--- src/rtl/cmp_sched_pkg.sv ---
// Shared types and the round-robin search for the shared compare scheduler.
package cmp_sched_pkg;

  localparam int DEF_DATA_WIDTH = 8;
  localparam int DEF_N_REQ      = 4;
  localparam int MAX_REQ        = 16;

  typedef struct packed {
    logic gt;
    logic eq;
    logic lt;
  } cmp_res_t;

  // Returns the first requester after ptr (wrapping at n) with req set; ptr if none.
  function automatic logic [3:0] rr_next(input logic [3:0] ptr,
                                         input logic [MAX_REQ-1:0] req,
                                         input int n);
    int   j;
    logic found;
    rr_next = ptr;
    found   = 1'b0;
    j       = 0;
    for (int k = 1; k <= MAX_REQ; k++) begin
      if (k <= n && !found) begin
        j = (int'(ptr) + k) % n;
        if (req[j[3:0]]) begin
          rr_next = 4'(j);
          found   = 1'b1;
        end
      end
    end
  endfunction

endpackage

--- src/rtl/rr_arbiter.sv ---
// Combinational round-robin arbiter: searches from ptr+1, grant gated by en.
module rr_arbiter
  import cmp_sched_pkg::*;
#(
  parameter int N_REQ = DEF_N_REQ,
  parameter int ID_W  = (N_REQ > 1) ? $clog2(N_REQ) : 1
) (
  input  logic [N_REQ-1:0] req,
  input  logic [ID_W-1:0]  ptr,
  input  logic             en,
  output logic [N_REQ-1:0] grant,
  output logic [ID_W-1:0]  grant_idx
);

  logic [MAX_REQ-1:0] req_ext;
  logic [3:0]         ptr_ext;
  logic [3:0]         idx;

  always_comb begin
    req_ext              = '0;
    req_ext[N_REQ-1:0]   = req;
    ptr_ext              = 4'(ptr);
    idx                  = rr_next(ptr_ext, req_ext, N_REQ);
    grant_idx            = ID_W'(idx);
    grant                = '0;
    for (int i = 0; i < N_REQ; i++) begin
      grant[i] = en && req[i] && (idx == 4'(i));
    end
  end

endmodule

--- src/rtl/cmp_rr_scheduler.sv ---
// One unsigned magnitude comparator shared by N_REQ requesters through a
// round-robin arbiter and a two-stage (operand, result) valid/ready pipeline.
module cmp_rr_scheduler
  import cmp_sched_pkg::*;
#(
  parameter int DATA_WIDTH = DEF_DATA_WIDTH,
  parameter int N_REQ      = DEF_N_REQ,
  parameter int ID_W       = (N_REQ > 1) ? $clog2(N_REQ) : 1
) (
  input  logic                        clk_in,
  input  logic                        rst_in,
  input  logic [N_REQ-1:0]            req_valid_in,
  output logic [N_REQ-1:0]            req_ready_out,
  input  logic [N_REQ*DATA_WIDTH-1:0] req_a_in,
  input  logic [N_REQ*DATA_WIDTH-1:0] req_b_in,
  output logic                        rsp_valid_out,
  input  logic                        rsp_ready_in,
  output logic [ID_W-1:0]             rsp_id_out,
  output logic                        a_g_b_out,
  output logic                        a_e_b_out,
  output logic                        a_l_b_out,
  output logic                        busy_out
);

  function automatic cmp_res_t mag_cmp(input logic [DATA_WIDTH-1:0] a,
                                       input logic [DATA_WIDTH-1:0] b);
    cmp_res_t r;
    r.gt = (a > b);
    r.eq = (a == b);
    r.lt = (a < b);
    return r;
  endfunction

  logic                  s1_valid_q, s1_valid_d;
  logic [DATA_WIDTH-1:0] s1_a_q, s1_a_d;
  logic [DATA_WIDTH-1:0] s1_b_q, s1_b_d;
  logic [ID_W-1:0]       s1_id_q, s1_id_d;
  logic                  s2_valid_q, s2_valid_d;
  cmp_res_t              s2_res_q, s2_res_d;
  logic [ID_W-1:0]       s2_id_q, s2_id_d;
  logic [ID_W-1:0]       rr_ptr_q, rr_ptr_d;

  logic                  s1_load;
  logic                  s2_load;
  logic [N_REQ-1:0]      grant;
  logic [ID_W-1:0]       grant_idx;
  logic [DATA_WIDTH-1:0] gnt_a;
  logic [DATA_WIDTH-1:0] gnt_b;

  rr_arbiter #(
    .N_REQ(N_REQ),
    .ID_W (ID_W)
  ) u_arb (
    .req      (req_valid_in),
    .ptr      (rr_ptr_q),
    .en       (s1_load),
    .grant    (grant),
    .grant_idx(grant_idx)
  );

  // Accepts are suppressed while reset is held so every output reads 0.
  always_comb begin
    s2_load = s1_valid_q && (!s2_valid_q || rsp_ready_in);
    s1_load = !rst_in && (|req_valid_in) && (!s1_valid_q || s2_load);
    gnt_a   = req_a_in[int'(grant_idx)*DATA_WIDTH +: DATA_WIDTH];
    gnt_b   = req_b_in[int'(grant_idx)*DATA_WIDTH +: DATA_WIDTH];
  end

  // Stage 1: operands of the granted requester.
  always_comb begin
    s1_valid_d = s1_valid_q;
    s1_a_d     = s1_a_q;
    s1_b_d     = s1_b_q;
    s1_id_d    = s1_id_q;
    rr_ptr_d   = rr_ptr_q;
    if (s1_load) begin
      s1_valid_d = 1'b1;
      s1_a_d     = gnt_a;
      s1_b_d     = gnt_b;
      s1_id_d    = grant_idx;
      rr_ptr_d   = grant_idx;
    end else if (s2_load) begin
      s1_valid_d = 1'b0;
    end
  end

  // Stage 2: registered compare result and tag.
  always_comb begin
    s2_valid_d = s2_valid_q;
    s2_res_d   = s2_res_q;
    s2_id_d    = s2_id_q;
    if (s2_load) begin
      s2_valid_d = 1'b1;
      s2_res_d   = mag_cmp(s1_a_q, s1_b_q);
      s2_id_d    = s1_id_q;
    end else if (rsp_ready_in) begin
      s2_valid_d = 1'b0;
    end
  end

  always_ff @(posedge clk_in or posedge rst_in) begin
    if (rst_in) begin
      s1_valid_q <= 1'b0;
      s2_valid_q <= 1'b0;
      s2_res_q   <= '0;
      s2_id_q    <= '0;
      s1_id_q    <= '0;
      rr_ptr_q   <= ID_W'(N_REQ - 1);
    end else begin
      s1_valid_q <= s1_valid_d;
      s2_valid_q <= s2_valid_d;
      s2_res_q   <= s2_res_d;
      s2_id_q    <= s2_id_d;
      s1_id_q    <= s1_id_d;
      rr_ptr_q   <= rr_ptr_d;
    end
  end

  // Operand registers are only observed behind s1_valid_q, so they carry no reset.
  always_ff @(posedge clk_in) begin
    s1_a_q <= s1_a_d;
    s1_b_q <= s1_b_d;
  end

  assign req_ready_out = grant;
  assign rsp_valid_out = s2_valid_q;
  assign rsp_id_out    = s2_id_q;
  assign a_g_b_out     = s2_res_q.gt;
  assign a_e_b_out     = s2_res_q.eq;
  assign a_l_b_out     = s2_res_q.lt;
  assign busy_out      = s1_valid_q | s2_valid_q;

endmodule

--- config.mk ---
export PLATFORM = sky130hd
export DESIGN_NAME = cmp_rr_scheduler
export DESIGN_NICKNAME = d
export VERILOG_FILES = /design/src/rtl/cmp_sched_pkg.sv /design/src/rtl/rr_arbiter.sv /design/src/rtl/cmp_rr_scheduler.sv
export SDC_FILE = /design/constraint.sdc
export NUM_CORES = 1
export LEC_CHECK = 0
export ABC_AREA = 1
export BUFFER_PORTS_ARGS = -buffer_cell sky130_fd_sc_hd__buf_2
export CAP_MARGIN = 0
export CORE_MARGIN = 5
export CORE_UTILIZATION = 40
export DETAILED_ROUTE_END_ITERATION = 6
export MAX_ROUTING_LAYER = met4
export PLACE_DENSITY = 0.76
export REMOVE_ABC_BUFFERS = 1
export SETUP_SLACK_MARGIN = 0.2
export SLEW_MARGIN = 20
export SYNTH_ARGS = -nofsm -noshare
export SYNTH_HDL_FRONTEND = slang
export SYNTH_SLANG_ARGS = --single-unit
--- constraint.sdc ---
create_clock -name clk_in -period 11.6 [get_ports clk_in]
set_input_delay 3.48 -clock clk_in [delete_from_list [all_inputs] [get_ports clk_in]]
set_output_delay 3.48 -clock clk_in [all_outputs]
set_load 0.03 [all_outputs]
==> impl_metrics.ini, run 1 <==
[run_status]
status = complete, no violations

[worst_setup_path]
crit_path_end_kind = output pin
crit_slowest_cell = nand2_4
path_class = in2out
crit_fanout = 35
max_stage_delay_ns = 0.47
crit_required_ns = 8.12
crit_chain = buf_2 -> inv_1 -> nand2_1 -> nand3_1 -> nand2_2 -> inv_2 -> a21oi_2 -> nand2_2 -> nand2_4 -> nand2_1 -> nor3_2 -> buf_2
crit_path_start_kind = primary input
crit_arrival_ns = 5.59

[clocking]
clock_sinks = 27
htreeDepth = 1
path_clk_slew_ns = 0.09
clock_latency_ns = 0.27
root_buffer = clkbuf_8
post_cts_buffers = 0
cts_tree = done
cts_buffers = 3
ctsLongestPathBuffers = 2
cts-resized-gates = 0
ctsHoldBuffers = 0

[grt]
antenna_found_initial = 0
track_usage_pct = 13.5
grt_pass1_wl_um = 7930
grt_max_degree = 36
overflow = 0
first_global_vias = 1914

[placed_design]
portBuffers = 81
dp_slack_ns = 2.52
place_congestion = 0.805
post-dp-hpwl_um = 3810
dp.cells = 471

[floorplanning]
ioPinCount = 82
initial_core_util_pct = 40.8
coreArea_um2 = 5440
row_count = 27
fp.dieW_um = 84.5
fp.dieH_um = 84.5
dieArea_um2 = 7130

[power]
power_density_nw_per_um2 = 295
seq_power_share_pct = 25.5
switching_share_pct = 51.9
ir_drop_uv = 128
clkPwrFrac_pct = 6.7
p_leak_nw = 1.62
intPower_mw = 0.378
pwr-share-comb_pct = 67.9
net-switching-power_mw = 0.407

[synthesis]
yosysUniqueCellTypes = 27
synth_area_per_cell_um2 = 6.70
synth-seq-cells = 27
yosysWarnings = 0
synth_area_um2 = 2220
ys_seq_area_share_pct = 34.2
syn_inst = 331

[flow_run]
drv_cap = 0

[timing]
tightest_slew_ns = 1.06
hold_viol = 0
worst_slack_ns = 2.53
drv_slew = 0
skew_ns = 0.00145
fin_setup_tns_ns = 0
max_freq_ghz = 0.110
period_share_pct = 78.2
slew_headroom_pct = 29.2
setup_viol = 0
min_period_ns = 9.07
rsz0062_at_grt = false

[drt]
routed_via_density = 4.52
drc = 0
ant_nets = 0
wl_um = 4920
vias = 2146
drt-wirelength-per-cell_um = 10.3
firstDrtPassIters = 4
drt_iter0_drc = 111

[final_layout]
drive_above_1_share_pct = 25.8
multi_input_area_um2 = 1020
area_growth_pct = 19.9
nNetsFinal = 483
instances_no_fill = 475
n_antenna_cell = 0
nFillCells = 555
regArea_um2 = 758

[hold_path]
hold_path_class = reg2reg
-- cell usage in the layout, fill, tap and decap left out --
cell type / instances
o21a_1: 1
o21bai_4: 1
inv_4: 2
clkbuf_1: 1
buf_2: 81
nand3_1: 71
nand2_1: 91
nor2_2: 2
o21ai_0: 9
a21oi_2: 1
clkbuf_8: 3
edfxtp_1: 16
o211ai_1: 1
nor3_2: 3
dfstp_2: 2
dfrtp_1: 9
nor2_1: 2
ha_1: 8
nand2_2: 4
nand2_4: 2
nor4_1: 1
inv_2: 2
or2_2: 1
o41ai_1: 1
inv_1: 84
a21oi_1: 3
a31oi_1: 1
-- final cells by class --
cell class	instances	area share, %
Inverter	88	12.6
Timing Repair Buffer	81	15.2
Clock buffer	4	1.69
Sequential cell	27	28.5
Tap cell	72	3.39
Multi-Input combinational cell	203	38.5
-- critical path, delay by kind of cell --
kind / cells / cell delay (ns)
AND/OR/NAND/NOR: 7 / 1.54
buffers and inverters: 4 / 0.44
AO/OA/AOI/OAI: 1 / 0.12
-- through the flow --
| step | hold WS (ns) | util, % | cell area [um^2] | power [mW] |
|---|---|---|---|---|
| finish | 0.485 | 48.9 | 2660 | 0.785 |
| global route | 0.515 | 48.9 | 2660 | 0.866 |
| CTS | 0.490 | 48.9 | 2660 | 0.791 |
| detailed placement | 0.468 | 48.1 | 2610 | 0.736 |
| global placement | 0.460 | 48.1 | 2610 | 0.721 |
| floorplan | 0.502 | - | 2120 | 0.614 |
-- per-layer routing --
metal,GRT usage [%],wire length (um),vias to the layer above
li1,-,-,1164
met1,16.4,2140,912
met2,23.5,2450,66
met3,1.77,270,4
met4,3.60,48,0
met5,-,0,-
-- path summary, 6_finish.rpt --
| kind | from | to | slack, ns | depth (start not counted) |
|---|---|---|---|---|
| min in group asynchronous | rst_in | s1_valid_q | 3.19 | 2 |
| worst min-delay path | rsp_id_out[0] | rsp_id_out[0] | 0.49 | 2 |
| worst min register to register | rsp_id_out[0] | rsp_id_out[0] | 0.49 | 2 |
| max in group asynchronous | rst_in | rr_ptr_q[0] | 8.09 | 2 |
| worst max-delay path | req_valid_in[3] | req_ready_out[3] | 2.53 | 12 |
| worst max register to register | rr_ptr_q[0] | s1_b_q[2] | 9.05 | 11 |
-- cells in the mapped netlist (all sizes together) --
cell type	count	share of area [%]
nor4	1	0.28
o211ai	1	0.34
dfstp	2	2.4
o21bai	1	0.85
inv	88	15
or2	1	0.28
nor3	3	1.4
buf	13	4.6
nand2	97	18
dfrtp	9	10
nor2	4	0.79
o21ai	9	2.0
nand3	71	16
o21a	1	0.34
ha	8	4.5
a31oi	1	0.28
a21oi	4	1.1
o41ai	1	0.40
edfxtp	16	22
-- kinds of logic (layout without fill, tap and decap cells) --
group | count (synthesis) | count (layout) | synth area share (%)
and+or+nand+nor | 177 | 177 | 36.3
buffers and inverters | 101 | 173 | 19.7
DFF | 27 | 27 | 34.2
AOI/OAI and AO/OA | 18 | 18 | 5.31
adders and majority gates | 8 | 8 | 4.51
-- power groups by stage --
| stage | Clock [mW] | Sequential, mW | Combinational (mW) |
|---|---|---|---|
| after floorplan | 0 | 0.214 | 0.400 |
| after global placement | 0 | 0.201 | 0.520 |
| after detailed placement | 0 | 0.203 | 0.534 |
| after CTS | 0.0539 | 0.201 | 0.537 |
| after global routing | 0.0567 | 0.205 | 0.605 |
| final | 0.0523 | 0.200 | 0.532 |
-- state kept, by name (all words and copies together), names as in the netlist --
| name | flops |
|---|---|
| s1_b_q | 8 |
| a_e_b_out | 1 |
| rr_ptr_q | 2 |
| s1_valid_q | 1 |
| rsp_valid_out | 1 |
| rsp_id_out | 2 |
| s1_a_q | 8 |
| s1_id_q | 2 |
| a_l_b_out | 1 |
| a_g_b_out | 1 |
No activity file was read; power rests on OpenSTA's default activity.
==> run 2: changes to the inputs <==
ABC_AREA = 0   (was 1)
PLACE_DENSITY = 0.8   (was 0.76)
clock period = 8.67 ns   (was 11.6 ns; I/O delays follow)
==> impl_metrics.ini, run 2 <==
[clocking]
ctsLongestPathBuffers = 2
clock_sinks = 27
htreeDepth = 1
clock_latency_ns = 0.27
ctsHoldBuffers = 0
cts_buffers = 3
root_buffer = clkbuf_8
path_clk_slew_ns = 0.10
post_cts_buffers = 0
cts-resized-gates = 0
cts_tree = done

[timing]
period_share_pct = 78.6
setup_viol = 0
skew_ns = 0.00666
fin_setup_tns_ns = 0
drv_slew = 0
max_freq_ghz = 0.147
rsz0062_at_grt = false
worst_slack_ns = 1.85
min_period_ns = 6.82
hold_viol = 0
tightest_slew_ns = 0.782
slew_headroom_pct = 47.7

[drt]
ant_nets = 0
drt-wirelength-per-cell_um = 12.7
routed_via_density = 5.05
firstDrtPassIters = 4
wl_um = 4030
drt_iter0_drc = 106
vias = 1606
drc = 0

[grt]
grt_max_degree = 36
first_global_vias = 1589
track_usage_pct = 14.9
antenna_found_initial = 0
overflow = 0
grt_pass1_wl_um = 6410

[hold_path]
hold_depth = 1
whs_endpoint = a_l_b_out
hold_path_class = reg2reg
hp-start = a_l_b_out

[flow_run]
drv_cap = 0

[worst_setup_path]
regToRegEndpoint = s1_a_q[7]
crit_fanout = 18
max_stage_delay_ns = 0.71
crit_chain = buf_2 -> o21ai_0 -> o21ai_0 -> a211oi_4 -> nand3_1 -> nor2_1 -> buf_2
rrSetupSlack_ns = 6.32
crit_arrival_ns = 4.22
path_buf_inv = 2
crit_path_end_kind = output pin
crit_slowest_cell = a211oi_4
crit_family = compound AO/OA/AOI/OAI gates
r2r_cells = 6
r2r_start = rr_ptr_q[1]
path_class = in2out
crit_path_start_kind = primary input
crit_required_ns = 6.07

[synthesis]
ys_seq_area_share_pct = 45.0
yosysWarnings = 0
synth_edf_count = 16
synth_area_leaders = edfxtp_1 29%, dfrtp_1 13%, nand2_1 11%
yosysUniqueCellTypes = 28
syn_inst = 190
synth_flop_cell = edfxtp_1
synth-seq-cells = 27
synth_area_um2 = 1680
synth_commonest_cells = 51 x nand2_1, 20 x a21oi_1, 16 x a32oi_1, 16 x edfxtp_1, 11 x nor2_1
synthArstFlopShare_pct = 40.7
synth_top_area_share_pct = 28.5
synth_area_per_cell_um2 = 8.86
synth_area_leader_cell = edfxtp_1
synth.most_common_cell = nand2_1

[floorplanning]
fp.dieW_um = 74.9
fp.dieH_um = 74.9
ioPinCount = 82
dieArea_um2 = 5610
coreArea_um2 = 4030
initial_core_util_pct = 41.8
row_count = 23

[placed_design]
dpl-instance-area_um2 = 2130
portBuffers = 81
place_congestion = 0.706
dp_slack_ns = 1.87
post-dp-hpwl_um = 3180

[final_layout]
nFillCells = 394
final_cell_mix = 81 x buf_2, 51 x nand2_1, 20 x a21oi_1
final_core_util_pct = 54.0
area_growth_pct = 29.3
stdcell_area_um2 = 2180
reg.largest.list = s1_a_q x8, s1_b_q x8
final_common_cell = buf_2
nNetsFinal = 348
drive_above_1_share_pct = 35.4
n_antenna_cell = 0

[power]
net-switching-power_mw = 0.238
switching_share_pct = 40.8
p_leak_nw = 1.07
seq_power_share_pct = 37.1
power_density_nw_per_um2 = 268
pwr-share-comb_pct = 50.1
intPower_mw = 0.345
ir_drop_uv = 97.2
clkPwrFrac_pct = 12.8

[run_status]
status = complete, no violations
run 2: changes by cell type in the layout (fill, tap and decap cells not counted), moves of 6 or more:
cell,change
a21o_1,+7
a21oi_1,+17
a32oi_1,+16
inv_1,-74
nand2_1,-40
nand2b_1,+6
nand3_1,-66
nor2_1,+9
o21ai_0,-7
run 2: worst max path at each step:
stage / startpoint / end / slack [ns] / cells after the start
finish: req_valid_in[0] / req_ready_out[2] / 1.85 / 7
global route: req_valid_in[0] / req_ready_out[0] / 1.64 / 7
CTS: req_valid_in[0] / req_ready_out[2] / 1.87 / 7
detailed placement: req_valid_in[0] / req_ready_out[2] / 1.87 / 7
global placement: req_valid_in[0] / req_ready_out[2] / 1.90 / 7
floorplan: req_valid_in[0] / req_ready_out[2] / 1.79 / 5
run 2: logic make-up (layout without fill, tap and decap cells):
logic type | Yosys count | after routing | share of synthesized area [%]
flops | 27 | 27 | 45.0
simple gates | 82 | 82 | 20.9
buf+inv | 21 | 99 | 5.50
compound gates | 50 | 50 | 21.3
fa+ha+maj | 8 | 8 | 5.94
mux | 2 | 2 | 1.34
run 2: power by group through the flow:
stage | clock, mW | combinational (mW) | sequential, mW
6_report | 0.0743 | 0.292 | 0.216
5_1_grt | 0.0815 | 0.332 | 0.220
3_3_place_gp | 0 | 0.287 | 0.217
2_1_floorplan | 0 | 0.190 | 0.235
3_5_place_dp | 0 | 0.295 | 0.220
4_1_cts | 0.0779 | 0.296 | 0.217
run 2: area by class of cell:
| class | count | area, um^2 | area share [%] |
|---|---|---|---|
| timing repair buffer | 85 | 435 | 20.0 |
| clock buffer | 3 | 41.3 | 1.90 |
| sequential | 27 | 758 | 34.8 |
| multi-input combinational | 142 | 833 | 38.3 |
| clock inverter | 1 | 8.76 | 0.402 |
| inverter | 10 | 37.5 | 1.72 |
| tap | 50 | 62.6 | 2.87 |
run 2: layer usage:
metal	vias to the layer above	global-route usage [%]	share of wire, %
li1	833	-	-
met1	720	17.9	42
met2	49	25.7	50
met4	0	3.36	0.65
met3	4	2.80	7.1
met5	-	-	0
run 2: per-stage QoR:
step	hold slack, ns	power (mW)	instances
6_report	0.492	0.583	318
5_1_grt	0.518	0.634	318
4_1_cts	0.504	0.590	318
3_5_place_dp	0.479	0.514	314
3_3_place_gp	0.466	0.504	314
2_1_floorplan	0.462	0.425	179
==> run 3: changes to the inputs <==
ABC_AREA = 1   (was 0)
PLACE_DENSITY = 0.76   (was 0.8)
clock period = 6.3 ns   (was 8.67 ns; I/O delays follow)
==> impl_metrics.ini, run 3 (synthesis results as in run 1) <==
[run_status]
status = complete, no violations

[worst_setup_path]
regToRegEndpoint = s1_a_q[1]
crit_family = simple AND/OR/NAND/NOR gates
max_stage_delay_ns = 0.37
crit_path_start_kind = primary input
crit_path_end_kind = output pin
crit_chain = buf_2 -> inv_1 -> nand2_1 -> nand3_1 -> nand2_2 -> o21bai_4 -> nand2_4 -> nand2_4 -> nand2_1 -> nor3_2 -> buf_2
path_depth = 11
r2r_cells = 11
crit_arrival_ns = 3.71
path_class = in2out
path_buf_inv = 3
crit_slowest_cell = nand2_4
crit_required_ns = 4.41
rrSetupSlack_ns = 4.00
crit_fanout = 35
r2r_start = rr_ptr_q[0]
startpoint = req_valid_in[3]
endpoint = req_ready_out[3]

[timing]
drv_slew = 0
rsz0062_at_grt = false
min_period_ns = 5.60
period_share_pct = 88.9
skew_ns = 0.00535
whs_ns = 0.485
max_freq_ghz = 0.179
tightest_slew_ns = 0.547
slew_headroom_pct = 63.2
hold_viol = 0
setup_viol = 0
fin_setup_tns_ns = 0

[grt]
grt.busiest_layer = met2
grt_pass1_wl_um = 8150
first_global_vias = 1968
track_usage_pct = 13.9
grt_use_met2_pct = 23.9
grt_util_met1_pct = 16.6
antenna_found_initial = 0
met3_usage_pct = 2.75
grt_max_degree = 36
overflow = 0

[clocking]
ctsLongestPathBuffers = 2
htreeDepth = 1
cts_buffers = 3
cts_tree = done
post_cts_buffers = 0
ctsHoldBuffers = 0
root_buffer = clkbuf_8
clock_latency_ns = 0.27
path_clk_slew_ns = 0.08
clock_sinks = 27
cts-resized-gates = 0

[drt]
drt_iter0_drc = 116
vias = 2153
ant_nets = 0
wl_um = 4900
drt-wirelength-per-cell_um = 10.3
routed_via_density = 4.51
firstDrtPassIters = 4
drc = 0

[final_layout]
regArea_um2 = 758
reg.largest.list = s1_a_q x8, s1_b_q x8
nFillCells = 549
area_growth_pct = 20.6
n_antenna_cell = 0
final_cell_mix = 91 x nand2_1, 84 x inv_1, 81 x buf_2
final_common_cell = nand2_1
multi_input_area_um2 = 1020
instances_no_fill = 477
drive_above_1_share_pct = 26.2
nNetsFinal = 485

[floorplanning]
ioPinCount = 82
fp.dieH_um = 84.5
coreArea_um2 = 5440
fp.dieW_um = 84.5
initial_core_util_pct = 40.8
dieArea_um2 = 7130
row_count = 27

[hold_path]
hold_path_class = reg2reg

[placed_design]
place_congestion = 0.820
portBuffers = 81
post-dp-hpwl_um = 3810
dp.cells = 473

[flow_run]
drv_cap = 0

[power]
power_density_nw_per_um2 = 544
ir_drop_uv = 223
p_leak_nw = 1.63
==> run 3: cell count changes in the layout (fill, tap and decap cells not counted), moves of 3 or more <==
cell      change
nand2_1      +40
a21o_1        -7
a32oi_1      -16
o21ai_0       +7
inv_1        +74
nand3_1      +66
nand2_2       +4
nor2_1        -9
a21oi_1      -17
nor3_2        +3
nand2b_1      -6
==> run 3: through the flow <==
step | total power [mW] | setup slack, ns | instance area, um^2 | utilization [%]
2_1_floorplan | 1.13 | 0.518 | 2120 | -
3_3_place_gp | 1.33 | 0.771 | 2630 | 48.3
3_5_place_dp | 1.36 | 0.722 | 2630 | 48.3
4_1_cts | 1.46 | 0.713 | 2670 | 49.2
5_1_grt | 1.61 | 0.520 | 2670 | 49.2
6_report | 1.45 | 0.698 | 2670 | 49.2
==> run 3: per-layer routing <==
metal,share of wire (%),up-vias
met5,0,-
met4,1.2,0
met3,5.4,4
met2,50,53
met1,44,927
li1,-,1169
==> run 3: tightest hold or removal path, cell delays in order (launching register included) <==
cell and delay [ns]:
dfrtp_1 0.35, nand2_1 0.05, o21ai_0 0.06
==> run 3: layout make-up <==
class | count | area share, %
Clock buffer | 4 | 1.68
Inverter | 88 | 12.5
Multi-Input combinational cell | 203 | 38.3
Sequential cell | 27 | 28.4
Tap cell | 72 | 3.37
Timing Repair Buffer | 83 | 15.7
==> run 3: power by group <==
group          internal (mW)  switching, mW
clock network         0.0452         0.0481
registers              0.331         0.0392
logic                  0.325          0.665
total                  0.701          0.752
==> run 3: how the worst min path moves through the flow <==
stage / end / from / cells past startpoint
after floorplan: rsp_id_out[0] / s1_id_q[0] / 2
after global placement: a_l_b_out / a_l_b_out / 2
after detailed placement: a_l_b_out / a_l_b_out / 2
after CTS: a_l_b_out / a_l_b_out / 2
after global routing: a_l_b_out / a_l_b_out / 2
final: rsp_id_out[0] / rsp_id_out[0] / 2
